`src/rtl/mcp_arbiter.sv`:
```
// mcp_arbiter: round-robin scheduler sharing one multi-cycle-path CDC channel.
// Optional acknowledge watchdog is compiled in with `define MCP_ARBITER_TIMEOUT_EN.
module mcp_arbiter #(
   parameter int NREQ    = 4,
   parameter int SIZE    = 32,
   parameter int TIMEOUT = 1023
) (
   input  logic                    clk,
   input  logic                    rst,
   input  logic [NREQ-1:0]         req_valid,
   input  logic [NREQ*SIZE-1:0]    req_data,
   output logic [NREQ-1:0]         req_grant,
   output logic [NREQ-1:0]         req_done,
   output logic [SIZE-1:0]         mcp_data,
   output logic                    mcp_rdy,
   input  logic                    mcp_ack,
   output logic                    mcp_busy,
   output logic [$clog2(NREQ)-1:0] mcp_src,
   output logic                    timeout_err
);
   localparam int SW = $clog2(NREQ);

   typedef enum logic [1:0] {IDLE, SEND, WAIT_HI, WAIT_LO} state_t;

   state_t          state;
   logic [SW-1:0]   last;
   logic [SW-1:0]   win;
   logic            any;
   logic            grant_ok;
   logic [SIZE-1:0] word [NREQ];

   for (genvar g = 0; g < NREQ; g++) begin : g_word
      assign word[g] = req_data[g*SIZE +: SIZE];
   end

   function automatic logic [NREQ-1:0] onehot(input logic [SW-1:0] idx);
      logic [NREQ-1:0] r;
      r = '0;
      r[idx] = 1'b1;
      return r;
   endfunction

   function automatic logic [SW-1:0] rr_idx(input logic [SW-1:0] base, input int k);
      return SW'((int'(base) + k) % NREQ);
   endfunction

   // First valid requester strictly after the last owner, wrapping.
   always_comb begin
      win = last;
      any = 1'b0;
      for (int k = 1; k <= NREQ; k++) begin
         if (!any && req_valid[rr_idx(last, k)]) begin
            win = rr_idx(last, k);
            any = 1'b1;
         end
      end
   end

`ifdef MCP_ARBITER_TIMEOUT_EN
   localparam int CW = ($clog2(TIMEOUT + 1) > 10) ? $clog2(TIMEOUT + 1) : 10;
   logic [CW-1:0] cnt;
   logic          ack_hold;
   logic          to_hit;

   assign to_hit   = (cnt == CW'(TIMEOUT - 1));
   // After an abort the channel may still be mid-handshake; hold off until ack is low.
   assign grant_ok = !ack_hold || !mcp_ack;
`else
   assign grant_ok    = 1'b1;
   assign timeout_err = 1'b0;
`endif

   always_ff @(posedge clk) begin
      if (rst) begin
         state     <= IDLE;
         last      <= SW'(NREQ - 1);
         req_grant <= '0;
         req_done  <= '0;
         mcp_rdy   <= 1'b0;
         mcp_busy  <= 1'b0;
         mcp_data  <= '0;
         mcp_src   <= '0;
`ifdef MCP_ARBITER_TIMEOUT_EN
         cnt         <= '0;
         ack_hold    <= 1'b0;
         timeout_err <= 1'b0;
`endif
      end else begin
         req_grant <= '0;
         req_done  <= '0;
         mcp_rdy   <= 1'b0;
`ifdef MCP_ARBITER_TIMEOUT_EN
         timeout_err <= 1'b0;
`endif
         case (state)
            IDLE: begin
`ifdef MCP_ARBITER_TIMEOUT_EN
               if (!mcp_ack) ack_hold <= 1'b0;
`endif
               if (any && grant_ok) begin
                  mcp_data  <= word[win];
                  mcp_src   <= win;
                  req_grant <= onehot(win);
                  mcp_busy  <= 1'b1;
                  state     <= SEND;
               end
            end
            SEND: begin
               mcp_rdy <= 1'b1;
               state   <= WAIT_HI;
`ifdef MCP_ARBITER_TIMEOUT_EN
               cnt     <= '0;
`endif
            end
            WAIT_HI: begin
`ifdef MCP_ARBITER_TIMEOUT_EN
               cnt <= cnt + 1'b1;
               if (to_hit) begin
                  timeout_err <= 1'b1;
                  req_done    <= onehot(mcp_src);
                  mcp_busy    <= 1'b0;
                  last        <= mcp_src;
                  ack_hold    <= 1'b1;
                  state       <= IDLE;
               end else
`endif
               if (mcp_ack) state <= WAIT_LO;
            end
            WAIT_LO: begin
               if (!mcp_ack) begin
                  req_done <= onehot(mcp_src);
                  mcp_busy <= 1'b0;
                  last     <= mcp_src;
                  state    <= IDLE;
               end
`ifdef MCP_ARBITER_TIMEOUT_EN
               else if (to_hit) begin
                  timeout_err <= 1'b1;
                  req_done    <= onehot(mcp_src);
                  mcp_busy    <= 1'b0;
                  last        <= mcp_src;
                  ack_hold    <= 1'b1;
                  state       <= IDLE;
               end else begin
                  cnt <= cnt + 1'b1;
               end
`endif
            end
            default: state <= IDLE;
         endcase
      end
   end
endmodule

```
`config.mk`:
```
export PLATFORM = sky130hd
export DESIGN_NAME = mcp_arbiter
export DESIGN_NICKNAME = d
export VERILOG_FILES = /design/src/rtl/mcp_arbiter.sv
export SDC_FILE = /design/constraint.sdc
export NUM_CORES = 1
export LEC_CHECK = 0
export ABC_AREA = 1
export BUFFER_PORTS_ARGS = -buffer_cell sky130_fd_sc_hd__buf_2
export CAP_MARGIN = 40
export CORE_MARGIN = 1
export CORE_UTILIZATION = 44
export CTS_CLUSTER_DIAMETER = 60
export DETAILED_ROUTE_END_ITERATION = 6
export GPL_ROUTABILITY_DRIVEN = 0
export PLACE_DENSITY = 0.86
export SKIP_CTS_REPAIR_TIMING = 1
export SYNTH_ARGS = -nofsm -noshare
export SYNTH_HDL_FRONTEND = slang
export SYNTH_SLANG_ARGS = --single-unit
```
`constraint.sdc`:
```
create_clock -name clk -period 2 [get_ports clk]
set_input_delay 0.3 -clock clk [delete_from_list [all_inputs] [get_ports clk]]
set_output_delay 0.3 -clock clk [all_outputs]
set_load 0.005 [all_outputs]
```
## After elaboration in Yosys (flattened, before gate mapping)

Index checks and enable logic that the tools add are counted.
Widths: inputs -> output; s select.

| word-level totals | value |
|---|---|
| word-level logic and storage cells | 79 |
| output and inout port bits | 45 |
| flip-flop bits (word level) | 48 |
| input bits | 135 |

| cells by class | value |
|---|---|
| mux-type cells | 31 |
| add/subtract/negate cells | 4 |
| bitwise logic cells | 5 |
| equality and inequality tests | 6 |
| reductions and logical operators | 16 |
| order comparisons | 9 |

Operator list:

| operator | number |
|---|---|
| $bmux 32 s2 | 1 |
| $mux 32 | 2 |
| $lt 2x3->1 const B | 6 |
| $mux 2 | 7 |
| $mux 1 | 13 |
| $bmux 1 s2 | 4 |
| $pmux 2 s4 | 1 |
| $ne 2x2->1 const B | 3 |
| $reduce_and 3->1 | 2 |
| $reduce_or 3->1 | 2 |
| $logic_and 1x1->1 | 5 |
| $add 2x1->2 const B | 2 |
| $add 2x2->2 const B | 2 |
| $demux 1 s2 | 2 |
| $eq 2x2->1 const B | 2 |
| $ge 2x1->1 const B | 2 |
| $not 1->1 | 4 |
| $reduce_and 2->1 | 2 |
| $ge 3x3->1 const B | 1 |
| $logic_not 1->1 | 3 |
| $not 2->3 | 1 |
| $eq 2x1->1 const B | 1 |
| $logic_not 2->1 | 1 |
| $pmux 1 s2 | 1 |
| $reduce_bool 2->1 | 1 |

## Logic depth before layout (Yosys ltp)

| logic depth | value |
|---|---|
| depth after elaboration | 17 |
| depth in mapped cells | 15 |

## Least setup slack after synthesis

OpenSTA, ideal clock, no wires.

| timing path | value |
|---|---|
| kind | reg2reg |
| start point | register last[0] |
| end point | register mcp_data[1] |
| setup slack | 332 ps |
| data required time | 1887 ps |
| arrival | 1555 ps |
| buffers on the path | 3 |
| stages on the path, launching flop included | 15 |
| path through | dfxtp_1 buf_4 nand2_1 nand2_1 nand2_1 nand2_2 nand2_1 nand2_1 nand2_2 buf_4 buf_4 nand3_1 nand3_1 nand3_1 nand2_1 |

| on the way | value |
|---|---|
| word-level cells in the longest chain between the ends | 17 |
| elaborated cells between the ends (all ways) | 31 |

Ends and longest elaborated chain:

| item | line | source |
|---|---|---|
| start: declaration | 26 | `logic [SW-1:0] last;` |
| start signal: assignment | 76 | `last <= SW'(NREQ - 1);` |
| start signal: assignment | 133 | `last <= mcp_src;` |
| $add 2x1->2 | 44 | `return SW'((int'(base) + k) % NREQ);` |
| $bmux 1 s2 | 52 | `if (!any && req_valid[rr_idx(last, k)]) begin` |
| $mux 1 (implied by the code) | 52 |  |
| $mux 1 | 52 |  |
| $logic_not 1->1 | 52 |  |
| $logic_and 1x1->1 | 52 |  |
| $mux 1 | 52 |  |
| $logic_not 1->1 | 52 |  |
| $logic_and 1x1->1 | 52 |  |
| $mux 1 | 52 |  |
| $logic_not 1->1 | 52 |  |
| $logic_and 1x1->1 | 52 |  |
| $mux 2 | 52 |  |
| $not 2->3 (implied by the code) | 101 | `mcp_data <= word[win];` |
| $bmux 32 s2 | 101 |  |
| $mux 32 (implied by the code) (2 in series) | 101 |  |
| end signal: assignment | 101 |  |
| end: declaration | 14 | `output logic [SIZE-1:0] mcp_data,` |

Parallel ways exist; a longest one is shown, timed or not. The select of a mux whose other input is x is not followed.
A chain may end at the register's enable or synchronous reset.

## Worst setup path in the final report

| timing path | value |
|---|---|
| start point | register last[0] |
| end point | register mcp_data[13] |

Same word-level chain as after synthesis.

==> qor.csv <==
stage;metric;value;unit
clock_tree;htree_levels;2;
clock_tree;cts_tree;built;
power;cellLeakagePower;2.56;nW
place;pre_cts_slack;-0.0426;ns
clock_tree;numClockSinks;48;
synth;synth-edff-count;0;
global_routing;grt_pass1_wl;13700;µm
global_routing;grt_max_degree;52;
setup_path;crit_path_frequent_cell;nand2_4;
global_routing;grt_usage;22.7;%
route;avgViaCountPerCell;4.84;
setup_path;startpoint;last[0];
route;antenna_left;0;
place;numPortBuffers;178;
clock_tree;root_buffer;clkbuf_8;
timing;fin_skew;0.00599;ns
clock_tree;insertion_delay;0.29;ns
floorplan;initial_core_util;45.3;%
setup_path;ff2ff_setup_slack;0.06;ns
synth;ys_types;27;
setup_path;cpLargestDelayFamily;simple AND/OR/NAND/NOR gates;
finish;area_growth_syn_to_layout;43.2;%
power;ir_worst_vdd;0.581;mV
route;dr.pass1.iters;4;
finish;multi_input_area;0.00190;mm²
setup_path;worst_path_max_delay_cell;dfxtp_4;
synth;synth_area_leaders;nand2_1 (37%), dfxtp_1 (31%), nand3_1 (10%), buf_4 (2.9%), inv_1 (2.7%);
clock_tree;cts_buffers;5;
synth;syn_area_per_cell;5.91;µm²
global_routing;overflow;0;
job;maxCapViolations;0;
synth;ys_warn_count;0;
timing;layout_min_cycle_time;1.94;ns
synth;yosysTopAreaCellShare;36.7;%
route;drtIter0Drc;142;
finish;final_cells;798;
global_routing;antenna_found_initial;0;
setup_path;crit_chain;buf_6, nand2_1, nand2_2, nand2_4, nand2_4, nor2_4, nand2_2, nand3_2, nand2_4, nor2_4, clkbuf_16, nand2_1, nand3_1;
synth;ys_ff_latch;48;
setup_path;max_stage_delay;0.37;ns
worst_hold_path;hold_path.class;input pin to flop;
timing;finalSetupViolCount;0;
route;routed_wl;9590;µm
floorplan;rows;30;
floorplan;design.core.area;0.00679;mm²
finish;antenna-diode-count;0;
setup_path;path_class;flop to flop;
route;num_vias;3859;
global_routing;grt_pass1_vias;3199;
floorplan;die_w;85.6;µm
floorplan;io_pins;180;
timing;fmax;515;MHz
setup_path;r2r-start;last[0];
route;drc_errors;0;
run_status;outcome;finished clean;
timing;hold_viol;0;
synth;ys_seq_area_share;31.2;%
finish;final_core_util;64.9;%
finish;seq_area;968;µm²
setup_path;cp-start-kind;flop;
synth;syn_inst;521;
synth;synth_commonest_cells;nand2_1 (301), nand3_1 (62), dfxtp_1 (48), inv_1 (22), buf_4 (12);
synth;async_flop_share;0;%
floorplan;die-height;85.6;µm
setup_path;critical_path_peak_fanout;8;
synth;syn-cell-area;0.00308;mm²
synth;syn_nets;660;
finish;fillers;601;
setup_path;end_kind;flop;
finish;drive_above_1_share;33.9;%
route;detail_route.wl_per_cell;12.0;µm
synth;synth.most_common_cell;nand2_1;
clock_tree;clk_pin_slew;0.09;ns
place;dp_hpwl;6470;µm
floorplan;die_area;0.00733;mm²
worst_hold_path;min_from;req_data[28];
setup_path;cp.arrival;2.17;ns
timing;period_share;97.2;%
timing;fin_ws;0.0567;ns
timing;drv_slew;0;
synth;yosysTopAreaCell;nand2_1;
synth;synth_top_flop_cell;dfxtp_1;
setup_path;crit_buf_inv;2;
power;power_per_cell_area;1130;mW/mm²
finish;fin_nets;841;
place;placed_cells;778;
setup_path;cp.required;2.23;ns
clock_tree;cts-root-to-sink-buffers;2;
stage by stage:
stage / TNS, ns / hold slack (ns) / area (µm²) / total power, mW
floorplan: 0 / 0.447 / 3080 / 3.20
global placement: 0 / 0.433 / 4030 / 3.98
detailed placement: -0.487 / 0.435 / 4030 / 4.05
CTS: -0.917 / 0.275 / 4110 / 4.60
global route: -1.34 / 0.298 / 4410 / 5.43
finish: 0 / 0.297 / 4410 / 5.00
final timing paths:
check,cells past startpoint,end
hold / removal,5,mcp_data[28]
setup reg to reg,13,mcp_data[13]
hold reg to reg,2,mcp_data[3]
setup / recovery,13,mcp_data[13]
cells in the final DEF (no fill, tap or decap), types with 6 or more instances in the layout:
master	netlist	layout
buf_2	11	178
buf_4	12	6
buf_6	3	6
dfxtp_1	48	46
inv_1	22	22
nand2_1	301	297
nand2_2	8	8
nand3_1	62	60
nand3b_1	9	9
nor2_1	6	6
area by class of cell:
class	count	share of cell area (%)
timing repair inverter	1	0.114
inverter	29	2.95
multi-input combinational	418	43.2
clock buffer	6	1.65
timing repair buffer	199	27.3
clock inverter	1	0.114
sequential	48	22.0
tap	96	2.72
metal layers:
layer / global-route usage (%) / vias to the layer above / wire, µm
met5: 0 / - / 0
met4: 3.94 / 0 / 95
met3: 4.62 / 12 / 689
met2: 43.9 / 169 / 4840
met1: 25.9 / 1698 / 3960
li1: - / 1980 / -
state kept, by name, indices dropped and copies added (netlist names):
signal	flops
last	2
mcp_busy	1
mcp_data	32
mcp_rdy	1
mcp_src	2
req_done	4
req_grant	4
state	2
cells by family after synthesis:
group,share of synthesized area (%)
other cells,0.122
fa+ha+maj,1.63
simple gates,54.7
flops,31.2
compound gates,2.81
buf+inv,9.55
power by group:
group / switching, mW / internal, mW
sequential: 0.213 / 1.34
clock: 0.306 / 0.238
combinational: 1.66 / 1.24
worst min-delay path, stage by stage:
cell     delay (ns)
buf_2          0.07
nand2_1        0.04
nand2_1        0.05
nand2_1        0.05
nand3_1        0.05
Note: power is estimated with default switching activity, not from simulation.
